**config.mk**
```make
export PLATFORM = sky130hd
export DESIGN_NAME = demux1to4_buf
export DESIGN_NICKNAME = d
export VERILOG_FILES = /design/src/rtl/demux_pkg.sv /design/src/rtl/demux_out_slot.sv /design/src/rtl/demux1to4_buf.sv
export SDC_FILE = /design/constraint.sdc
export NUM_CORES = 1
export LEC_CHECK = 0
export CAP_MARGIN = 20
export CORE_UTILIZATION = 45
export CTS_CLUSTER_DIAMETER = 30
export DETAILED_ROUTE_END_ITERATION = 10
export DONT_BUFFER_PORTS = 1
export MAX_ROUTING_LAYER = met4
export PLACE_DENSITY_LB_ADDON = 0.3
export SLEW_MARGIN = 10
export SYNTH_ARGS = -nofsm -noshare
export SYNTH_HDL_FRONTEND = slang
export SYNTH_HIERARCHICAL = 1
export SYNTH_SLANG_ARGS = --single-unit
```
**constraint.sdc**
```tcl
create_clock -name clk -period 1.65 [get_ports clk]
set_clock_uncertainty 0.1 [all_clocks]
set_input_delay 0.2475 -clock clk [delete_from_list [all_inputs] [get_ports clk]]
set_output_delay 0.2475 -clock clk [all_outputs]
set_load 0.01 [all_outputs]
```
**src/rtl/demux_pkg.sv**
```systemverilog
// Shared constants and slot state for the 1-to-4 buffered demux.
// Optional per-channel handshake counters: DEMUX_COUNT_EN.
package demux_pkg;

    localparam int WIDTH_DEF = 32;
    localparam int NUM_OUT   = 4;
    localparam int ADDR_W    = 2;
    localparam int CNT_W     = 16;

    typedef enum logic {
        EMPTY = 1'b0,
        FULL  = 1'b1
    } slot_state_e;

endpackage

```
**src/rtl/demux_out_slot.sv**
```systemverilog
// One-entry valid/ready output register; a write while full and
// draining replaces the word with no bubble.
module demux_out_slot
    import demux_pkg::*;
#(
    parameter int WIDTH = WIDTH_DEF
) (
    input  logic             clk,
    input  logic             rst_n,
    input  logic             wr_en,
    input  logic [WIDTH-1:0] wr_data,
    input  logic             ready,
    output logic             valid,
    output logic [WIDTH-1:0] data
);

    slot_state_e      r_state;
    logic [WIDTH-1:0] r_data;

    always_ff @(posedge clk) begin
        if (!rst_n) begin
            r_state <= EMPTY;
            r_data  <= '0;
        end else begin
            unique case (r_state)
                EMPTY: begin
                    if (wr_en) begin
                        r_state <= FULL;
                        r_data  <= wr_data;
                    end
                end
                FULL: begin
                    if (wr_en) begin
                        r_data <= wr_data;
                    end else if (ready) begin
                        r_state <= EMPTY;
                    end
                end
                default: r_state <= EMPTY;
            endcase
        end
    end

    assign valid = (r_state == FULL);
    assign data  = r_data;

endmodule

```
**src/rtl/demux1to4_buf.sv**
```systemverilog
// Steers one input word to one of four buffered valid/ready channels.
// Build with DEMUX_COUNT_EN to add per-channel handshake counters.
module demux1to4_buf
    import demux_pkg::*;
#(
    parameter int WIDTH = WIDTH_DEF
) (
    input  logic                     clk,
    input  logic                     rst_n,
    input  logic                     in_valid,
    output logic                     in_ready,
    input  logic [ADDR_W-1:0]        in_address,
    input  logic [WIDTH-1:0]         in_data,
    output logic [NUM_OUT-1:0]       out_valid,
    input  logic [NUM_OUT-1:0]       out_ready,
`ifdef DEMUX_COUNT_EN
    output logic [NUM_OUT*CNT_W-1:0] out_count,
`endif
    output logic [WIDTH-1:0]         out_data0,
    output logic [WIDTH-1:0]         out_data1,
    output logic [WIDTH-1:0]         out_data2,
    output logic [WIDTH-1:0]         out_data3
);

    logic             w_accept;
    logic [NUM_OUT-1:0] w_wr_en;
    logic [WIDTH-1:0] w_data [NUM_OUT];

    // Only the addressed channel can stall the producer.
    assign in_ready = !out_valid[in_address] | out_ready[in_address];
    assign w_accept = in_valid & in_ready;

    for (genvar k = 0; k < NUM_OUT; k++) begin : g_slot
        assign w_wr_en[k] = w_accept && (in_address == ADDR_W'(k));

        demux_out_slot #(
            .WIDTH(WIDTH)
        ) u_slot (
            .clk    (clk),
            .rst_n  (rst_n),
            .wr_en  (w_wr_en[k]),
            .wr_data(in_data),
            .ready  (out_ready[k]),
            .valid  (out_valid[k]),
            .data   (w_data[k])
        );
    end

    assign out_data0 = w_data[0];
    assign out_data1 = w_data[1];
    assign out_data2 = w_data[2];
    assign out_data3 = w_data[3];

`ifdef DEMUX_COUNT_EN
    logic [CNT_W-1:0] r_cnt [NUM_OUT];

    for (genvar k = 0; k < NUM_OUT; k++) begin : g_cnt
        always_ff @(posedge clk) begin
            if (!rst_n) begin
                r_cnt[k] <= '0;
            end else if (out_valid[k] && out_ready[k]) begin
                r_cnt[k] <= r_cnt[k] + CNT_W'(1);
            end
        end

        assign out_count[CNT_W*k +: CNT_W] = r_cnt[k];
    end
`endif

endmodule

```
# After elaboration in Yosys (flattened, before gate mapping)
# Cells that the tools add are included.
[classes]
mul = 0
n_bitwise = 6
n_reduce_logical = 6
n_lt_le_gt_ge = 1
muxes = 24
n_eq_ne = 3
div = 0
n_addsub = 0
shifts = 0
[op_table]
columns = ["cell", "count"]
rows = [
  ["2-to-1 mux 32 bit", 4],
  ["2-to-1 mux 1 bit", 14],
  ["case mux 1 bit (2 select lines)", 4],
  ["binary-select mux 1 bit (select 2 bit)", 2],
  ["equality test 2 bit (second input constant)", 2],
  ["logical AND 1 bit", 4],
  ["NOT 1 bit", 4],
  ["less-than comparator 2 x 3 -> 1 bit (second input constant)", 1],
  ["equality test 2 x 1 -> 1 bit (second input constant)", 1],
  ["logical NOT 2 bit", 1],
  ["bitwise AND 1 bit", 1],
  ["logical NOT 1 bit", 1],
  ["bitwise OR 1 bit", 1],
]
[totals]
elab_cells = 48
romBits = 0
out_inout_bits = 133
input_bits = 41
latchBits = 0
regBits = 132
ram_bits = 0
n_memories = 0

# Depth between registers and ports, before layout
# Gate-level depths: netlist (run 1).
[logic_depth]
depth_word = 8
depth_mapped = 6
ltp_nobuf = 4

# Cells and area by module
# The synthesis (run 1) kept the hierarchy.
[modules_own_cells]
columns = ["mod", "seq_area_each_um2", "n_inst", "cells_per_inst", "area_each_um2"]
rows = [
  ["demux_out_slot", 660.6, 4, 106, 1277.5],
  ["demux1to4_buf", 0.0, 1, 9, 101.3],
]

# Worst setup path before layout (run 1)
# Ideal clock, no wire load.
[synth_timing]
kind = "register to register"
start = "register g_slot[0].u_slot.r_state"
end = "register g_slot[0].u_slot.r_data[0]"
path_stages_with_launch = 7
period_less_slack_ns = 1.427
slack_ns = 0.223
path_buffers = 2
required_time_ns = 1.434
arrival_time_ns = 1.211
path_cell_list = "dfxtp_1 > nand2b_1 > nor4bb_1 > buf_6 > buf_12 > mux2i_1 > nor2b_1"
[synth_between]
elab_chain_len = 6
[synth_lines]
columns = ["item", "line_no", "text"]
rows = [
  ["start, declared", "demux_out_slot.sv:17", "slot_state_e r_state;"],
  ["start signal, assigned", "demux_out_slot.sv:22", "r_state <= EMPTY;"],
  ["start signal, assigned", "demux_out_slot.sv:28", "r_state <= FULL;"],
  ["start signal, assigned", "demux_out_slot.sv:36", "r_state <= EMPTY;"],
  ["binary-select mux 1 bit (select 2 bit)", "demux1to4_buf.sv:30", "assign in_ready = !out_valid[in_address] | out_ready[in_address];"],
  ["2-to-1 mux 1 bit (implied by the code)", "demux1to4_buf.sv:30", ""],
  ["logical NOT 1 bit", "demux1to4_buf.sv:30", ""],
  ["bitwise OR 1 bit", "demux1to4_buf.sv:30", ""],
  ["bitwise AND 1 bit", "demux1to4_buf.sv:31", "assign w_accept = in_valid & in_ready;"],
  ["logical AND 1 bit", "demux1to4_buf.sv:34", "assign w_wr_en[k] = w_accept && (in_address == ADDR_W'(k));"],
  ["via w_wr_en[0]", "demux1to4_buf.sv:26", "logic [NUM_OUT-1:0] w_wr_en;"],
  ["end signal, assigned", "demux_out_slot.sv:29", "r_data <= wr_data;"],
  ["end signal, assigned", "demux_out_slot.sv:34", "r_data <= wr_data;"],
  ["end, declared", "demux_out_slot.sv:18", "logic [WIDTH-1:0] r_data;"],
]
# The timed path passes the listed nets, and every way through them passes these cells. The select of a mux whose other input is x is not followed.
# A chain may end at the register's enable or synchronous reset.

# Final worst setup path (run 1)
[layout_timing]
start = "register g_slot[3].u_slot.r_state"
end = "output port in_ready"
[layout_between]
elab_chain_len = 4
[layout_lines]
columns = ["item", "line_no", "text"]
rows = [
  ["start, declared", "demux_out_slot.sv:17", ""],
  ["start signal, assigned", "demux_out_slot.sv:22", ""],
  ["start signal, assigned", "demux_out_slot.sv:28", ""],
  ["start signal, assigned", "demux_out_slot.sv:36", ""],
  ["binary-select mux 1 bit (select 2 bit)", "demux1to4_buf.sv:30", ""],
  ["2-to-1 mux 1 bit (implied by the code)", "demux1to4_buf.sv:30", ""],
  ["logical NOT 1 bit", "demux1to4_buf.sv:30", ""],
  ["bitwise OR 1 bit", "demux1to4_buf.sv:30", ""],
  ["end, declared", "demux1to4_buf.sv:11", "output logic in_ready,"],
]
# Every way passes these cells. The select of a mux whose other input is x is not followed.

==> out/metrics.yaml, run 1 <==
status: "complete, but fails checks"
violations: "negative hold slack, negative setup slack"
cp_slowest_stage_delay_ps: 520
cts_tree: "yes"
min_period_ps: 1700
drc: 0
combPwrFrac_pct: 4.9
synthDistinctLibCells: 13
crit_required_ps: 1300
syn_area_per_cell_um2: 12.0
hold_viol_final: 132
synth.top_cell.area_share_pct: 50.7
nFillCells: 985
yosys-top-cells-area: "dfxtp_1 51%, mux2i_1 25%, nor2b_1 16%"
grt_start_max_net_pins: 133
gp_congestion: 0.763
cap_violations: 0
drt_iter0_markers: 121
fp.dieW_um: 110
numPortBuffers: 0
drv_slew: 0
power_density_nw_per_um2: 1260
setup_viol: 1
avgRoutedWirePerCell_um: 18.7
layout.nets: 476
worstPathCellList: "nand2b_4 -> mux4_2"
switching_power_uw: 1590
cp.arrival_ps: 1360
worst-path-buf-inv: 0
ys_ff_latch: 132
clock_path_buffers: 2
htree_levels: 4
ios: 174
grt_usage_pct: 18.6
worstSetupEndpointType: "output pin"
area_growth_pct: 12.0
layout-drive-gt1-share_pct: 11.4
dieArea_um2: 12000
swShare_pct: 21.5
path_clk_slew_ps: 50
initial_core_util_pct: 47.0
max_freq_ghz: 0.587
die_h_um: 110
dr.pass1.iters: 4
tightest_slew_ps: 266
ir_worst_vdd_mv: 0.895
syn_inst: 433
yosysTopAreaCell: "dfxtp_1"
dp_slack_ps: 86.4
clock_latency_ps: 410
p_int_uw: 5790
mostFrequentLayoutCell: "nor2b_1"
synth_area_um2: 5210
cts.sinks: 132
antenna_found_initial: 0
seq_area_frac_synth_pct: 50.7
grt_pass1_vias: 2929
worst_slack_ps: -52.9
ff_latch_area_um2: 2660
hpwl_um: 7020
path_delay_family: "multiplexers"
antenna_cells_inserted: 0
power.sequential.fraction_pct: 46.5
fin_area_um2: 5840
grt-ovfl-total: 0
numCtsBuffers: 17
total_leakage_power_uw: 0.00196
p_clk_share_pct: 48.6
synthesis.nets: 474
cp_max_fo: 3
crit_slowest_cell: "mux4_2"
grt_pass1_wl_um: 15800
multi_input_area_um2: 2260
rsz0062_at_grt: "true"
vias: 2955
wirelength_um: 11000
hold_slack_ps: -143
core-area_um2: 11100
place_area_um2: 5200
hp-class: "in2reg"
relSlewSlack_pct: 82.2
avgViaCountPerCell: 5.03
cts_root_buf: "clkbuf_16"
path_class: "reg2out"
yosysWarnings: 6
antenna_left: 0
startpoint_type: "flop"
rows: 38
fin_crit_sh_pct: 103
mostFrequentLayoutCells: "132 x nor2b_1, 128 x mux2i_1, 128 x dfxtp_1"
## state kept, by name, indices dropped and copies added, names as in the netlist
signal / count
g_slot.u_slot/data: 128
g_slot.u_slot/valid: 4
## synthesized netlist by cell type
master	n
dfxtp_1	132
clkbuf_1	12
nor4bb_1	1
mux2i_1	128
buf_12	12
and4_1	1
nand2b_4	2
mux4_2	1
o21a_1	4
buf_6	4
and4b_1	2
nor2b_1	132
nand2b_1	2
## what timing repair did
action                                  4_1_cts  5_1_grt
endpoints found under the setup margin        1       33
endpoints found under the hold margin       132      132
pin swaps                                     0        0
resized for setup                             6        5
buffers inserted                              1        1
cloned                                        0        2
## power by group through the flow
| stage | clock network, uW | registers [uW] | logic (uW) |
|---|---|---|---|
| final | 3590 | 3430 | 363 |
| after global routing | 3790 | 3450 | 396 |
| after CTS | 3660 | 3440 | 356 |
| after detailed placement | 0 | 3500 | 355 |
| after global placement | 0 | 3500 | 342 |
| after floorplan | 0 | 3470 | 364 |
## logic make-up (layout without fill, tap and decap cells)
kind of cell,count (synthesis),after routing,synth area share [%]
simple gates,140,140,17.4
buf+inv,28,42,6.34
flops,132,132,50.7
mux,129,129,25.0
compound gates,4,4,0.576
## area by class of cell
type | count | area share, %
Timing Repair Buffer | 11 | 3.13
Clock buffer | 21 | 7.89
Sequential cell | 132 | 45.5
Clock inverter | 10 | 1.84
Multi-Input combinational cell | 273 | 38.7
Tap cell | 140 | 3.00
## path summary, 6_finish.rpt
path	startpoint	endpoint	slack, ps	depth (start not counted)
setup reg to reg	g_slot[0].u_slot/valid	g_slot[0].u_slot/data[28]	100	7
hold / removal	rst_n	g_slot[1].u_slot/valid	-140	1
hold reg to reg	g_slot[3].u_slot/data[12]	g_slot[3].u_slot/data[12]	460	2
setup / recovery	g_slot[3].u_slot/valid	in_ready	-50	2
## per-stage QoR
| step | cells | total power (uW) | TNS [ps] | util, % |
|---|---|---|---|---|
| global route | 587 | 7630 | -90.6 | 52.7 |
| finish | 587 | 7380 | -52.9 | 52.7 |
| floorplan | 433 | 3840 | 0 | - |
| global placement | 552 | 3850 | 0 | 47.0 |
| CTS | 584 | 7460 | -77.1 | 52.2 |
| detailed placement | 552 | 3860 | 0 | 47.0 |
## routing by layer
metal	global-route usage (%)	share of wire, %
met5	-	0
met4	8.67	1.8
met3	8.30	8.7
met2	27.6	46
met1	21.4	43
Note: power is estimated with default switching activity, not from simulation.
==> inputs of run 2 (changes only) <==
==> constraint.sdc (replaced) <==
create_clock -name clk -period 1.65 [get_ports clk]
set_clock_uncertainty 0.1 [all_clocks]
set_input_delay 0.165 -clock clk [delete_from_list [all_inputs] [get_ports clk]]
set_output_delay 0.165 -clock clk [all_outputs]
set_load 0.01 [all_outputs]
==> run 2 against run 1 <==
Effect of this change: final cell count decreased by 0.17%; the run ends with negative hold slack left; combinational power decreased by 2%; via count decreased by 0.24%; clock-buffer cell count unchanged; clock power about the same; sequential power about the same; die area unchanged; sequential cell count unchanged; sequential share of layout area increased by 0.16 points; non-clock buffer count decreased by 1; first-iteration DRC count decreased by 0.83%; worst setup slack improved by 83 ps.
==> out/metrics.yaml, run 2 (synthesis results as in run 1) <==
power.sequential.fraction_pct: 46.5  # about the same
clock_path_buffers: 2  # unchanged
hold_viol_final: 132  # unchanged
initial_core_util_pct: 47.0  # unchanged
setup_tns_ps: 0  # +52.9 ps
dr.pass1.iters: 4  # unchanged
switching_power_uw: 1590  # about the same
drv_slew: 0  # unchanged
antenna_found_initial: 0  # unchanged
combPwrFrac_pct: 4.8  # about the same
antenna_left: 0  # unchanged
rows: 38  # unchanged
tightest_slew_ps: 244  # -22.1 ps
wirelength_um: 10800  # -1.4%
hold_slack_ps: -225  # -82.3 ps
layout.nets: 475  # -0.21%
place_area_um2: 5200  # unchanged
mostFrequentLayoutCell: "nor2b_1"
setup_viol: 0  # -1
r2r_setup_slack_ps: 60  # -40 ps
cap_violations: 0  # unchanged
clock_latency_ps: 410  # about the same
drc: 0  # unchanged
numPortBuffers: 0  # unchanged
p_int_uw: 5790  # about the same
avgRoutedWirePerCell_um: 18.5  # -1.2%
grt_pass1_wl_um: 15800  # unchanged
path_clk_slew_ps: 50  # about the same
grt_usage_pct: 18.6  # unchanged
status: "complete, but fails checks"
largest_register_ffs: 128  # unchanged
r2r_cells: 7  # unchanged
grt-ovfl-total: 0  # unchanged
hpwl_um: 7020  # unchanged
relSlewSlack_pct: 83.7  # +1.5 points
p_clk_share_pct: 48.6  # about the same
core-area_um2: 11100  # unchanged
total_leakage_power_uw: 0.00195  # -0.42%
hold_depth: 1  # unchanged
grt_pass1_vias: 2929  # unchanged
layout-drive-gt1-share_pct: 11.2  # -0.20 points
power_density_nw_per_um2: 1270  # +0.28%
gp_congestion: 0.763  # unchanged
ff_latch_area_um2: 2660  # unchanged
cts.sinks: 132  # unchanged
min_period_ps: 1620  # -82.6 ps
fp.dieW_um: 110  # unchanged
ir_worst_vdd_mv: 0.895  # about the same
dp.cells: 552  # unchanged
vias: 2948  # -0.24%
cts_tree: "yes"
grt_start_max_net_pins: 133  # unchanged
mostFrequentLayoutCells: "132 x nor2b_1, 128 x mux2i_1, 128 x dfxtp_1"
hp-class: "in2reg"
cp_max_fo: 3  # unchanged
worstSetupEndpointType: "output pin"
antenna_cells_inserted: 0  # unchanged
cp.arrival_ps: 1360  # about the same
path_class: "reg2out"
multi_input_area_um2: 2260  # unchanged
violations: "negative hold slack"
swShare_pct: 21.5  # about the same
numCtsBuffers: 17  # unchanged
rsz0062_at_grt: "true"
crit_required_ps: 1380  # +80 ps
nFillCells: 988  # +0.30%
cts_root_buf: "clkbuf_16"
die_h_um: 110  # unchanged
startpoint_type: "flop"
max_freq_ghz: 0.617  # +5.1%
fin_area_um2: 5820  # -0.34%
htree_levels: 4  # unchanged
fin_crit_sh_pct: 98.2  # -5.0 points
ios: 174  # unchanged
area_growth_pct: 11.6
dieArea_um2: 12000  # unchanged
stdcell_count: 586  # -0.17%
avgViaCountPerCell: 5.03  # about the same
drt_iter0_markers: 120  # -0.83%
## run 2: cell count changes in the layout (fill, tap and decap cells not counted), sizes merged
cell / delta
buf: -1
## run 2: what timing repair did
item | in CTS | in global routing
cloned | 0 | 1
endpoints found under the hold margin | 132 | 132
setup buffers | 1 | 1
endpoints found under the setup margin | 1 | 33
gates resized for setup | 5 | 4
## run 2: layer usage
layer	vias to the layer above	track usage (%)	routed length [um]
li1	1442	-	-
met1	1378	21.4	4730
met2	114	27.6	4940
met3	14	8.30	963
met4	0	8.67	199
met5	-	-	0
## run 2: path summary, 6_finish.rpt
kind | start | endpoint
worst min-delay path | rst_n | g_slot[1].u_slot/valid
worst max-delay path | g_slot[3].u_slot/valid | in_ready
worst max register to register | g_slot[0].u_slot/valid | g_slot[0].u_slot/data[5]
worst min register to register | g_slot[3].u_slot/data[12] | g_slot[3].u_slot/data[12]
## run 2: power by group through the flow
stage          combinational [uW]  sequential [uW]  clock, uW
3_3_place_gp                  342             3500          0
4_1_cts                       356             3440       3660
2_1_floorplan                 364             3470          0
5_1_grt                       391             3450       3790
6_report                      357             3430       3590
3_5_place_dp                  355             3500          0
## run 2: worst max-delay path, cell delays in order, from the launching register on
cell and delay (ps):
dfxtp_4 370, nand2b_4 60, mux4_2 520
## run 2: stage by stage
step / total power (uW) / hold WS, ps / setup WS, ps / utilization, %
2_1_floorplan: 3840 / 193 / 223 / -
3_3_place_gp: 3850 / 193 / 132 / 47.0
3_5_place_dp: 3860 / 198 / 86.4 / 47.0
4_1_cts: 7460 / -241 / 3.58 / 52.2
5_1_grt: 7630 / -248 / -34.9 / 52.5
6_report: 7380 / -225 / 29.6 / 52.5
## run 2: layout make-up
class | instances | area share [%]
repair buffers | 10 | 2.80
clock inverters | 10 | 1.85
flip-flops and latches | 132 | 45.6
clock buffers | 21 | 7.91
multi-input cells | 273 | 38.8
well taps | 140 | 3.01
==> inputs of run 3 (changes only) <==
CELL_PAD_IN_SITES_DETAIL_PLACEMENT = 0   (was unset)
CELL_PAD_IN_SITES_GLOBAL_PLACEMENT = 1   (was unset)
clock period = 1.55 ns   (was 1.65 ns; I/O delays follow)
==> run 3 against run 2 <==
Effect of this change: the flow finishes with violations (negative hold slack, negative setup slack); sequential power is 6.4% higher; sequential cell count stayed put; global-route usage is 1.1 points lower; critical path depth unchanged; clock power is 9.7% higher; final cell count is 0.34% higher; critical endpoint unchanged.
==> out/metrics.yaml, run 3 (synthesis results as in run 1) <==
path_delay_family: "multiplexers"
grt_pass1_wl_um: 15100  # -4.6%
final_util_pct: 53.0  # +0.50 points
setup_viol: 1  # +1
cap_violations: 0  # unchanged
worstSetupEndpointType: "output pin"
largest_register_ffs: 128  # unchanged
relSlewSlack_pct: 86.6  # +2.9 points
mostFrequentLayoutCell: "nor2b_1"
gp_congestion: 0.754  # -1.3%
htree_levels: 4  # unchanged
crit_slowest_cell: "mux4_2"
combPwrFrac_pct: 4.9  # about the same
place_area_um2: 5220  # +0.38%
power.sequential.fraction_pct: 45.8  # -0.7 points
cp_max_fo: 3  # unchanged
rr_endpoint: "g_slot[0].u_slot/data[12]"
avgRoutedWirePerCell_um: 18.0  # -2.6%
clock_latency_ps: 400  # about the same
core-area_um2: 11100  # unchanged
fin_area_um2: 5870  # +0.95%
crit_end: "in_ready"
path_depth: 2  # unchanged
avgViaCountPerCell: 5.00  # -0.61%
path_clk_slew_ps: 50  # about the same
numPortBuffers: 0  # unchanged
drv_slew: 0  # unchanged
dr.pass1.iters: 4  # unchanged
ir_worst_vdd_mv: 0.809  # -9.6%
status: "complete, but fails checks"
grt_pass1_vias: 2838  # -3.1%
switching_power_uw: 1660  # +4.7%
min_period_ps: 1600
hpwl_um: 6780  # -3.3%
crit_required_ps: 1290  # -90 ps
grt_start_max_net_pins: 133  # unchanged
tightest_slew_ps: 201  # -43.2 ps
hold_viol_final: 132  # unchanged
initial_core_util_pct: 47.0  # unchanged
fp.dieW_um: 110  # unchanged
antenna_cells_inserted: 0  # unchanged
drt_iter0_markers: 117  # -2.5%
dieArea_um2: 12000  # unchanged
power_density_nw_per_um2: 1360  # +7.1%
hold_slack_ps: -228  # -3.44 ps
swShare_pct: 20.8  # -0.68 points
max_freq_ghz: 0.624
drc: 0  # unchanged
rows: 38  # unchanged
clock_path_buffers: 2  # unchanged
critical_path.startpoint: "g_slot[2].u_slot/valid"
cp_slowest_stage_delay_ps: 510  # about the same
area_growth_pct: 12.7
path_class: "reg2out"
antenna_left: 0  # unchanged
mostFrequentLayoutCells: "132 x nor2b_1, 129 x dfxtp_1, 128 x mux2i_1"
wirelength_um: 10600  # -2.3%
violations: "negative hold slack, negative setup slack"
p_int_uw: 6310  # +9.0%
worstPathCellList: "nand2b_1 -> mux4_2"
worstHoldStart: "rst_n"
grt-ovfl-total: 0  # unchanged
die_h_um: 110  # unchanged
hp-class: "in2reg"
r2r_setup_slack_ps: 80  # +20 ps
cts_root_buf: "clkbuf_16"
p_clk_share_pct: 49.3  # +0.7 points
layout-drive-gt1-share_pct: 11.6  # +0.40 points
r2r_start: "g_slot[0].u_slot/valid"
r2r_cells: 6  # -1
vias: 2940  # -0.27%
layout.nets: 476  # +0.21%
cts.sinks: 132  # unchanged
numCtsBuffers: 17  # unchanged
total_leakage_power_uw: 0.00199  # +1.6%
grt_usage_pct: 17.5  # -1.1 points
worst_slack_ps: -52.7  # -82.4 ps
cts_tree: "yes"
startpoint_type: "flop"
ios: 174  # unchanged
rsz0062_at_grt: "true"
cp.arrival_ps: 1350  # about the same
worst-path-buf-inv: 0  # unchanged
antenna_found_initial: 0  # unchanged
fin_crit_sh_pct: 103
-- run 3: cell types whose count changed in the layout (fill, tap and decap cells not counted) --
cell / previous run / this run
buf_8: 1 / 0
buf_4: 3 / 2
clkbuf_1: 2 / 1
clkbuf_8: 2 / 5
dfxtp_4: 3 / 2
dfxtp_1: 128 / 129
buf_12: 5 / 7
clkinvlp_4: 3 / 2
buf_6: 0 / 1
-- run 3: how the worst min path moves through the flow --
stage,slack (ps),end,depth (start not counted)
2_1_floorplan,180,g_slot[0].u_slot/data[28],1
3_3_place_gp,180,g_slot[3].u_slot/valid,1
3_5_place_dp,190,g_slot[3].u_slot/valid,1
4_1_cts,-250,g_slot[3].u_slot/valid,1
5_1_grt,-240,g_slot[0].u_slot/valid,1
6_report,-230,g_slot[3].u_slot/valid,1
-- run 3: metrics by stage --
stage	instances	TNS (ps)	power, uW	worst slack, ps
2_1_floorplan	433	0	4080	123
3_3_place_gp	553	0	4100	124
3_5_place_dp	553	0	4110	87.5
4_1_cts	585	-74.2	8050	-74.2
5_1_grt	588	-176	8270	-118
6_report	588	-52.7	7980	-52.7
-- run 3: repair_timing --
item,4_1_cts,5_1_grt
gates cloned,0,2
buffers inserted,0,1
setup endpoints to repair,1,10
gates resized for setup,5,3
hold endpoints to repair,132,132
-- run 3: per-layer routing --
layer	global-route usage, %	wire length, um	vias up
li1	-	-	1452
met1	19.6	4480	1368
met2	26.5	4920	109
met3	8.36	1040	11
met4	8.00	144	0
met5	-	0	-
-- run 3: power by group through the flow --
stage | Clock, uW | Sequential [uW] | Combinational, uW
global placement | 0 | 3730 | 368
global route | 4180 | 3670 | 424
finish | 3940 | 3650 | 387
detailed placement | 0 | 3730 | 381
floorplan | 0 | 3700 | 387
CTS | 4020 | 3660 | 380
-- run 3: final cells by class --
type | instances | area (um2)
well taps | 140 | 175
multi-input cells | 273 | 2260
fillers | 964 | 5200
repair buffers | 11 | 191
clock buffers | 23 | 498
flip-flops and latches | 132 | 2650
clock inverters | 9 | 100
